## config.mk

```make
export PLATFORM = sky130hd
export DESIGN_NAME = jtcop_mcuport
export DESIGN_NICKNAME = d
export VERILOG_FILES = /design/src/rtl/jtcop_mcuport_pkg.sv /design/src/rtl/jtcop_mcuport_fall.sv /design/src/rtl/jtcop_mcuport.sv
export SDC_FILE = /design/constraint.sdc
export NUM_CORES = 1
export LEC_CHECK = 0
export ABC_CLOCK_PERIOD_IN_PS = 4400
export CORE_MARGIN = 3
export CORE_UTILIZATION = 30
export CTS_CLUSTER_DIAMETER = 150
export DETAILED_ROUTE_END_ITERATION = 8
export GPL_ROUTABILITY_DRIVEN = 0
export GPL_TIMING_DRIVEN = 0
export PLACE_DENSITY_LB_ADDON = 0.1
export SETUP_SLACK_MARGIN = 0.1
export SLEW_MARGIN = 25
export SYNTH_ARGS = -nofsm -noshare
export SYNTH_HDL_FRONTEND = slang
export SYNTH_SLANG_ARGS = --single-unit
```

## constraint.sdc

```tcl
create_clock -name clk -period 4.4 [get_ports clk]
set_input_delay 0.44 -clock clk [delete_from_list [all_inputs] [get_ports clk]]
set_output_delay 0.44 -clock clk [all_outputs]
set_load 0.03 [all_outputs]
```

## src/rtl/jtcop_mcuport_pkg.sv

```systemverilog
// Shared constants for the 68000 <-> MCU mailbox port: P2 strobe bits, P1 status bits and
// the response-path state encoding.
package jtcop_mcuport_pkg;

    // Port 2 strobe bit indices (active-low on the MCU side)
    localparam int unsigned P2RdLo  = 0;
    localparam int unsigned P2RdHi  = 1;
    localparam int unsigned P2WrLo  = 2;
    localparam int unsigned P2WrHi  = 3;
    localparam int unsigned P2Irqm  = 4;
    localparam int unsigned P2Ack   = 5;
    localparam int unsigned P2OvClr = 6;

    // Port 1 status bit indices
    localparam int unsigned P1CmdFull = 0;
    localparam int unsigned P1RspPend = 1;
    localparam int unsigned P1Ovr     = 2;

    typedef enum logic [1:0] {
        StIdle = 2'd0,
        StLo   = 2'd1,
        StRdy  = 2'd2,
        StWait = 2'd3
    } rsp_st_t;

endpackage

```

## src/rtl/jtcop_mcuport_fall.sv

```systemverilog
// Registered 8-bit falling-edge detector. History resets to all ones so a strobe held low
// across reset release is reported as exactly one fall.
module jtcop_mcuport_fall (
    input  logic       clk,
    input  logic       rst,
    input  logic [7:0] i_din,
    output logic [7:0] o_fall
);

    logic [7:0] r_prev;

    always_ff @(posedge clk or posedge rst) begin
        if (rst) r_prev <= 8'hff;
        else     r_prev <= i_din;
    end

    assign o_fall = r_prev & ~i_din;

endmodule

```

## src/rtl/jtcop_mcuport.sv

```systemverilog
// Mailbox between the 68000 and the protection MCU: a 16-bit command register read
// bytewise by the MCU and a 16-bit response register raised to the 68000 through sec2.
module jtcop_mcuport
    import jtcop_mcuport_pkg::*;
#(
    parameter int unsigned OVR_STICKY = 1
) (
    input  logic        clk,
    input  logic        rst,
    input  logic [15:0] main_din,
    input  logic        main_wr,
    input  logic        main_rd,
    output logic [15:0] main_dout,
    output logic        sec2,
    input  logic [7:0]  mcu_p0_out,
    output logic [7:0]  mcu_p0_in,
    output logic [7:0]  mcu_p1_in,
    input  logic [7:0]  mcu_p2_out,
    output logic        mcu_int_n
);

    logic [7:0]  w_fall;
    logic [15:0] r_cmd, w_cmd_d;
    logic        r_cmd_full, w_cmd_full_d;
    logic        r_ovr, w_ovr_d;
    logic [7:0]  r_p0, w_p0_d;
    logic [15:0] r_rsp, w_rsp_d;
    logic [15:0] r_dout, w_dout_d;
    logic        r_sec2, w_sec2_d;
    logic        r_rd, w_rd_rise;
    logic        r_pend, w_pend_d;
    logic [15:0] r_hold, w_hold_d;
    rsp_st_t     r_st, w_st_d;

    jtcop_mcuport_fall u_fall (
        .clk    (clk),
        .rst    (rst),
        .i_din  (mcu_p2_out),
        .o_fall (w_fall)
    );

    assign w_rd_rise = main_rd & ~r_rd;

    always_comb begin
        w_cmd_d      = r_cmd;
        w_cmd_full_d = r_cmd_full;
        w_ovr_d      = r_ovr;
        w_p0_d       = r_p0;
        w_rsp_d      = r_rsp;
        w_dout_d     = r_dout;
        w_sec2_d     = r_sec2;
        w_pend_d     = r_pend;
        w_hold_d     = r_hold;
        w_st_d       = r_st;

        // Command side: a write beats both ACK and OVCLR in the same cycle
        if (w_fall[P2OvClr]) w_ovr_d = 1'b0;
        if (main_wr) begin
            w_cmd_d      = main_din;
            w_cmd_full_d = 1'b1;
            if (r_cmd_full)           w_ovr_d = 1'b1;
            else if (OVR_STICKY == 0) w_ovr_d = 1'b0;
        end else if (w_fall[P2Ack]) begin
            w_cmd_full_d = 1'b0;
        end

        if (w_fall[P2RdHi])      w_p0_d = r_cmd[15:8];
        else if (w_fall[P2RdLo]) w_p0_d = r_cmd[7:0];

        if (w_fall[P2WrLo]) w_rsp_d[7:0]  = mcu_p0_out;
        if (w_fall[P2WrHi]) w_rsp_d[15:8] = mcu_p0_out;

        unique case (r_st)
            StIdle, StLo: begin
                if (w_fall[P2Irqm]) begin
                    w_dout_d = w_rsp_d;
                    w_sec2_d = 1'b1;
                    w_st_d   = StRdy;
                end else if (w_fall[P2WrLo]) begin
                    w_st_d = StLo;
                end
            end
            StRdy: begin
                if (w_rd_rise) begin
                    w_st_d = StWait;
                    if (w_fall[P2Irqm]) begin
                        w_pend_d = 1'b1;
                        w_hold_d = w_rsp_d;
                    end
                end else if (w_fall[P2Irqm]) begin
                    w_dout_d = w_rsp_d;
                end
            end
            StWait: begin
                // A new response during the read is parked so main_dout stays stable
                if (w_fall[P2Irqm]) begin
                    w_pend_d = 1'b1;
                    w_hold_d = w_rsp_d;
                end
                if (!main_rd) begin
                    w_pend_d = 1'b0;
                    if (w_fall[P2Irqm]) begin
                        w_dout_d = w_rsp_d;
                        w_st_d   = StRdy;
                    end else if (r_pend) begin
                        w_dout_d = r_hold;
                        w_st_d   = StRdy;
                    end else begin
                        w_sec2_d = 1'b0;
                        w_st_d   = StIdle;
                    end
                end
            end
            default: w_st_d = StIdle;
        endcase
    end

    always_ff @(posedge clk or posedge rst) begin
        if (rst) begin
            r_cmd      <= 16'h0000;
            r_cmd_full <= 1'b0;
            r_ovr      <= 1'b0;
            r_p0       <= 8'hff;
            r_rsp      <= 16'h0000;
            r_dout     <= 16'hffff;
            r_sec2     <= 1'b0;
            r_rd       <= 1'b0;
            r_pend     <= 1'b0;
            r_hold     <= 16'h0000;
            r_st       <= StIdle;
        end else begin
            r_cmd      <= w_cmd_d;
            r_cmd_full <= w_cmd_full_d;
            r_ovr      <= w_ovr_d;
            r_p0       <= w_p0_d;
            r_rsp      <= w_rsp_d;
            r_dout     <= w_dout_d;
            r_sec2     <= w_sec2_d;
            r_rd       <= main_rd;
            r_pend     <= w_pend_d;
            r_hold     <= w_hold_d;
            r_st       <= w_st_d;
        end
    end

    always_comb begin
        mcu_p1_in            = 8'hff;
        mcu_p1_in[P1CmdFull] = r_cmd_full;
        mcu_p1_in[P1RspPend] = (r_st == StRdy) || (r_st == StWait);
        mcu_p1_in[P1Ovr]     = r_ovr;
    end

    assign mcu_int_n = ~r_cmd_full;
    assign mcu_p0_in = r_p0;
    assign main_dout = r_dout;
    assign sec2      = r_sec2;

endmodule
```

=== After elaboration in Yosys (flattened, before gate mapping) ===
Index checks and enable logic that the tools add are counted.

* Reductions and logical operators: 11
* Bitwise operators: 5
* Equality and inequality tests: 11
* Multiplexer cells: 34

{| class="wikitable"
|+ Operator list
! cell !! count
|-
| $mux 16 || 7
|-
| $pmux 16 s3 || 1
|-
| $mux 8 || 4
|-
| $pmux 16 s2 || 1
|-
| $mux 1 || 12
|-
| $mux 2 || 6
|-
| $ne 2x2->1 const B || 5
|-
| $reduce_bool 2->1 || 4
|-
| $and 7x7->7 || 1
|-
| $not 7->7 || 1
|-
| $pmux 2 s3 || 1
|-
| $reduce_and 3->1 || 2
|-
| $reduce_and 5->1 || 1
|-
| $eq 2x2->1 const B || 2
|-
| $pmux 1 s2 || 2
|-
| $ne 3x1->1 const B || 1
|-
| $ne 3x2->1 const B || 1
|-
| $eq 2x1->1 const B || 1
|-
| $logic_not 2->1 || 1
|-
| $ne 2x1->1 const B || 1
|-
| $not 1->1 || 2
|-
| $reduce_and 2->1 || 1
|-
| $reduce_or 2->1 || 1
|-
| $and 1x1->1 || 1
|-
| $logic_or 1x1->1 || 1
|}

* Register bits after elaboration: 86
* Output and inout port bits: 34

=== Longest topological paths before layout ===
* Depth in word-level cells: 6
* Depth in mapped cells: 7
* Gate-level depth less buffers: 4

=== Cells and area by module ===
From an unflattened synthesis, not the netlist that was laid out.

* Cell total of the unflattened synthesis: 245
* Area total of the unflattened synthesis: 3757.4 µm²

{| class="wikitable"
|+ By module, submodules not included
! module !! cells each !! area an instance (µm²) !! times used
|-
| jtcop_mcuport || 228 || 3433.3 || 1
|-
| jtcop_mcuport_fall || 17 || 324.1 || 1
|}

=== Worst setup path after synthesis ===
OpenSTA, ideal clock, no wires.

* Path kind: input port to flip-flop
* From: input mcu_p2_out[4]
* To: register r_dout[1], in the netlist main_dout[1]
* Arrival time: 1530 ps
* Library setup time: 82 ps
* Stages: 6
* Path buffers: 2
* Path slack: 2788 ps
* Cell sequence: nor2b_1 buf_2 a31oi_2 a2bb2oi_4 buf_6 mux2_2

* Word-level cells in the longest chain between the ends: 5
* Elaborated cells on any way between the ends: 9
* Classes of those cells: eq/ne (1); mux (5); bitwise (2); reduce/logical (1)

{| class="wikitable"
|+ Ends and longest elaborated chain
! what !! line !! text
|-
| from (decl) || jtcop_mcuport.sv:18 || <nowiki>input logic [7:0] mcu_p2_out,</nowiki>
|-
| $not 7->7 * || jtcop_mcuport_fall.sv:17 || <nowiki>assign o_fall = r_prev & ~i_din;</nowiki>
|-
| $and 7x7->7 * || jtcop_mcuport_fall.sv:17 ||
|-
| $mux 16, on equally long branches (2 in series) || n/a ||
|-
| $pmux 16 s3 || jtcop_mcuport.sv:73 || <nowiki>unique case (r_st)</nowiki>
|-
| to (signal assigned) || jtcop_mcuport.sv:137 || <nowiki>r_dout <= w_dout_d;</nowiki>
|-
| to (decl) || jtcop_mcuport.sv:28 || <nowiki>logic [15:0] r_dout, w_dout_d;</nowiki>
|}

Every way passes the cells marked *; elsewhere a longest branch is shown, timed or not. The select of a mux whose other input is x is not followed.
A chain may end at the register's enable or synchronous reset.

=== Worst setup path after layout ===
* From: register r_st[1]
* To: output mcu_p1_in[1]

* Word-level cells in the longest chain between the ends: 2
* Elaborated cells on any way between the ends: 3
* Classes of those cells: eq/ne (2); reduce/logical (1)

{| class="wikitable"
|+ Ends and longest elaborated chain
! what !! line !! text
|-
| from (decl) || jtcop_mcuport.sv:33 || <nowiki>rsp_st_t r_st, w_st_d;</nowiki>
|-
| from (signal assigned) || jtcop_mcuport.sv:130 || <nowiki>r_st <= StIdle;</nowiki>
|-
| from (signal assigned) || jtcop_mcuport.sv:142 || <nowiki>r_st <= w_st_d;</nowiki>
|-
| $eq 2x2->1 || jtcop_mcuport.sv:149 || <nowiki>mcu_p1_in[P1RspPend] = (r_st == StRdy) || (r_st == StWait);</nowiki>
|-
| $logic_or 1x1->1 * || jtcop_mcuport.sv:149 ||
|-
| to (decl) || jtcop_mcuport.sv:17 || <nowiki>output logic [7:0] mcu_p1_in,</nowiki>
|}

Every way passes the cells marked *; elsewhere a longest branch is shown, timed or not.

==> impl_results.md <==
* Critical path's top delay family: buffers and inverters
* Final Instance Count excl. Fillers at 523
* CTS clock-pin slew for the worst setup and hold paths at approximately 60 ps
* RSZ-0062 raised after global routing: false
* Outcome: finished clean
* Mapped Area at roughly 3600 sq um
* DRC at 0
* Vias in the first global route at ~2400
* Slew @ Worst Pin at ~650 ps
* Crit path from: r_st[1]
* # hold bufs at CTS at 0
* Sw frac at 31.4%
* Gate count of the mapped netlist at between 200 and 300
* Final Cycle Share at 47.7%
* 1st-iter DRT viols at 58
* Worst path bufs/invs at 3
* Final Hold Vio Count at 0
* Critical Path, Cell by Cell: buf_2 -> clkbuf_1 -> clkdlybuf4s50_1
* CTS Sinks at 86
* Fmax at 0.476 GHz
* Sequential cell area at between 2000 and 2500 sq um
* Routed len/inst at around 15 um
* Comb power frac at a little under a third
* Global router's overall resource usage at between 10% and 20%
* Final wirelength at slightly below 8 mm
* Critical path class: flip-flop to output port
* Detailed Routing Iterations Pass 1 at 4
* Die Width at approximately 120 um
* Commonest cells in the netlist: dfrtp_1 (55), dfstp_2 (31), mux2_2 (30)
* Worst hold path type: primary input to asynchronous set/reset pin
* Slew Viols, Final at 0
* Final setup fails at 0
* Critical Path RT at about 4000 ps
* Die height at 115 um
* FF+latch count, synth at between 80 and 90
* Cell with the most instances after synthesis: dfrtp_1
* Latest clock arrival within the worst-skew pair at 340 ps
* Slowest cell on the critical path: clkdlybuf4s50_1
* Pleak at around 2.1 nW
* Cts repair resizes at 0
* Routing usage on met2 at 19.5%
* Initial antenna violation count at 0
* Initial Util at between 30 and 40%
* Startpoint Class: flip-flop
* Dpl cell area at 4420 sq um
* Post-CTS setup buffers at 0
* Sequential fraction of the synthesis area at around 60%
* CTS tree: done
* GR Util met1 at around 16%
* Layout cells sized above 1 at ~26%
* Root Buffer: clkbuf_16
* Data arrival, critical path at between 1500 and 2000 ps
* Synth area leaders: dfrtp_1 (39%), dfstp_2 (23%), mux2_2 (9.5%), mux2i_1 (6.7%), o21ai_0 (3.8%)
* Multi-input logic area at roughly 1200 sq um
* Most Crowded Layer GR: met2
* VDD IR max at 0.000232 V
* Sequential Power Share at about two fifths
* Area leader, netlist: dfrtp_1
* DR vias/cell at between 4 and 5
* Min Tclk post-route at 2100 ps
* Worst path max stage delay at approximately 660 ps
* Placement row count at 39
* Final HPWL DP at roughly 5.2 mm
* Clk pwr share at between 20% and 30%
* Unique cell type count in the Yosys netlist at 27
* YS warnings at 0
* Global-route wire length before repair at between 10 and 15 mm
* Syn Area/Cell at approximately 12 sq um
* Largest net degree at the start of global routing at between 70 and 80
* # placed instances at about 510
* Critical Path Sink Type: output port
* Post-DRT Antenna Nets at 0
* Grt ovf at 0
* Clock skew at roughly 6.3 ps
* I/O Buffers at 62
* Finished Cell Area at ~4700 sq um
* Synthesis-to-layout area growth at 32.8%
* Nets at about 410
* Slew HR at a little under three fifths
* H-tree level count at 3
* Max-cap violations at 0
* Switching power at 924 uW
* Synth async-reset ratio at 100%
* CTS Buf Count at 9
* Worst r2r src: u_fall.r_prev[4]
* Pwr/cell area at between 600 and 700 nW/um^2
* CTS max path bufs at 2
* Fin Setup TNS at 0 ps
* Core area at 11500 sq um
* Number of I/O pins at 70
* Vias at roughly 2300
* CP max FO at 10
* Met3 Use GR at roughly 5.3%
* Number of fill cells in the layout at about 1100
* Synth top area share at around two fifths
* DIE AREA at approximately 13000 sq um
* Power Internal at approximately 2 mW
* Antenna cells at 0
* Top FF cell, synth: dfrtp_1
* EDFF count, synth at 0
-- state kept, by name (all words and copies together), names as in the netlist --
register / cells
main_dout: 16
r_pend: 1
u_fall.r_prev: 7
mcu_p0_in: 8
r_rsp: 16
r_rd: 1
r_ovr: 1
r_cmd: 16
r_hold: 16
r_cmd_full: 1
r_st: 2
sec2: 1
-- cell usage in the layout, fill, tap and decap left out, types with 8 or more instances in the layout --
master,count
nor3_1,16
nand2_1,26
clkbuf_1,8
dfrtp_1,55
dfstp_2,31
clkbuf_16,9
clkdlybuf4s50_1,62
a21oi_1,19
inv_1,19
mux2_2,30
buf_4,8
o21ai_0,27
mux2i_1,24
-- power groups by stage --
| stage | combinational [mW] | clock (mW) | sequential [mW] |
|---|---|---|---|
| 5_1_grt | 1.02 | 0.890 | 1.22 |
| 4_1_cts | 0.954 | 0.861 | 1.19 |
| 6_report | 0.933 | 0.825 | 1.19 |
| 3_3_place_gp | 0.941 | 0 | 1.20 |
| 3_5_place_dp | 0.951 | 0 | 1.20 |
| 2_1_floorplan | 0.424 | 0 | 1.38 |
-- through the flow --
step	total power, mW	util, %	hold WS, ps	setup WS (ps)
finish	2.94	41.2	401	2300
global route	3.13	41.2	413	2210
CTS	3.00	41.2	393	2280
detailed placement	2.15	38.4	472	2040
global placement	2.14	38.1	464	171
floorplan	1.80	-	444	1790
-- routing by layer --
layer,vias up,share of wire (%)
met3,8,6.1
met1,1135,46
met5,-,0
met2,55,47
met4,0,1.1
li1,1142,-
-- cells by family after synthesis --
kind of cell | synth area share (%)
flops | 61.3
mux | 16.8
simple gates | 7.14
compound gates | 8.61
buf+inv | 6.02
other cells | 0.105
-- worst paths after layout --
path                            depth (start not counted)                to  slack (ps)
worst min register to register                          2        r_hold[12]         480
worst max-delay path                                    3      mcu_p1_in[1]        2300
max in group asynchronous                               3  u_fall.r_prev[5]        3380
worst max register to register                          6      main_dout[8]        2640
worst min-delay path                                    2           r_st[0]         400
min in group clk                                        2        r_hold[12]         480
-- layout make-up --
type / count / area share [%]
clock buffer: 12 / 5.40
timing repair buffer: 63 / 13.7
multi-input combinational: 170 / 24.9
inverter: 20 / 1.69
buffer: 25 / 2.95
sequential: 86 / 46.2
tap: 143 / 3.77
clock inverter: 4 / 1.48
Power figures use the tool's default switching activity.
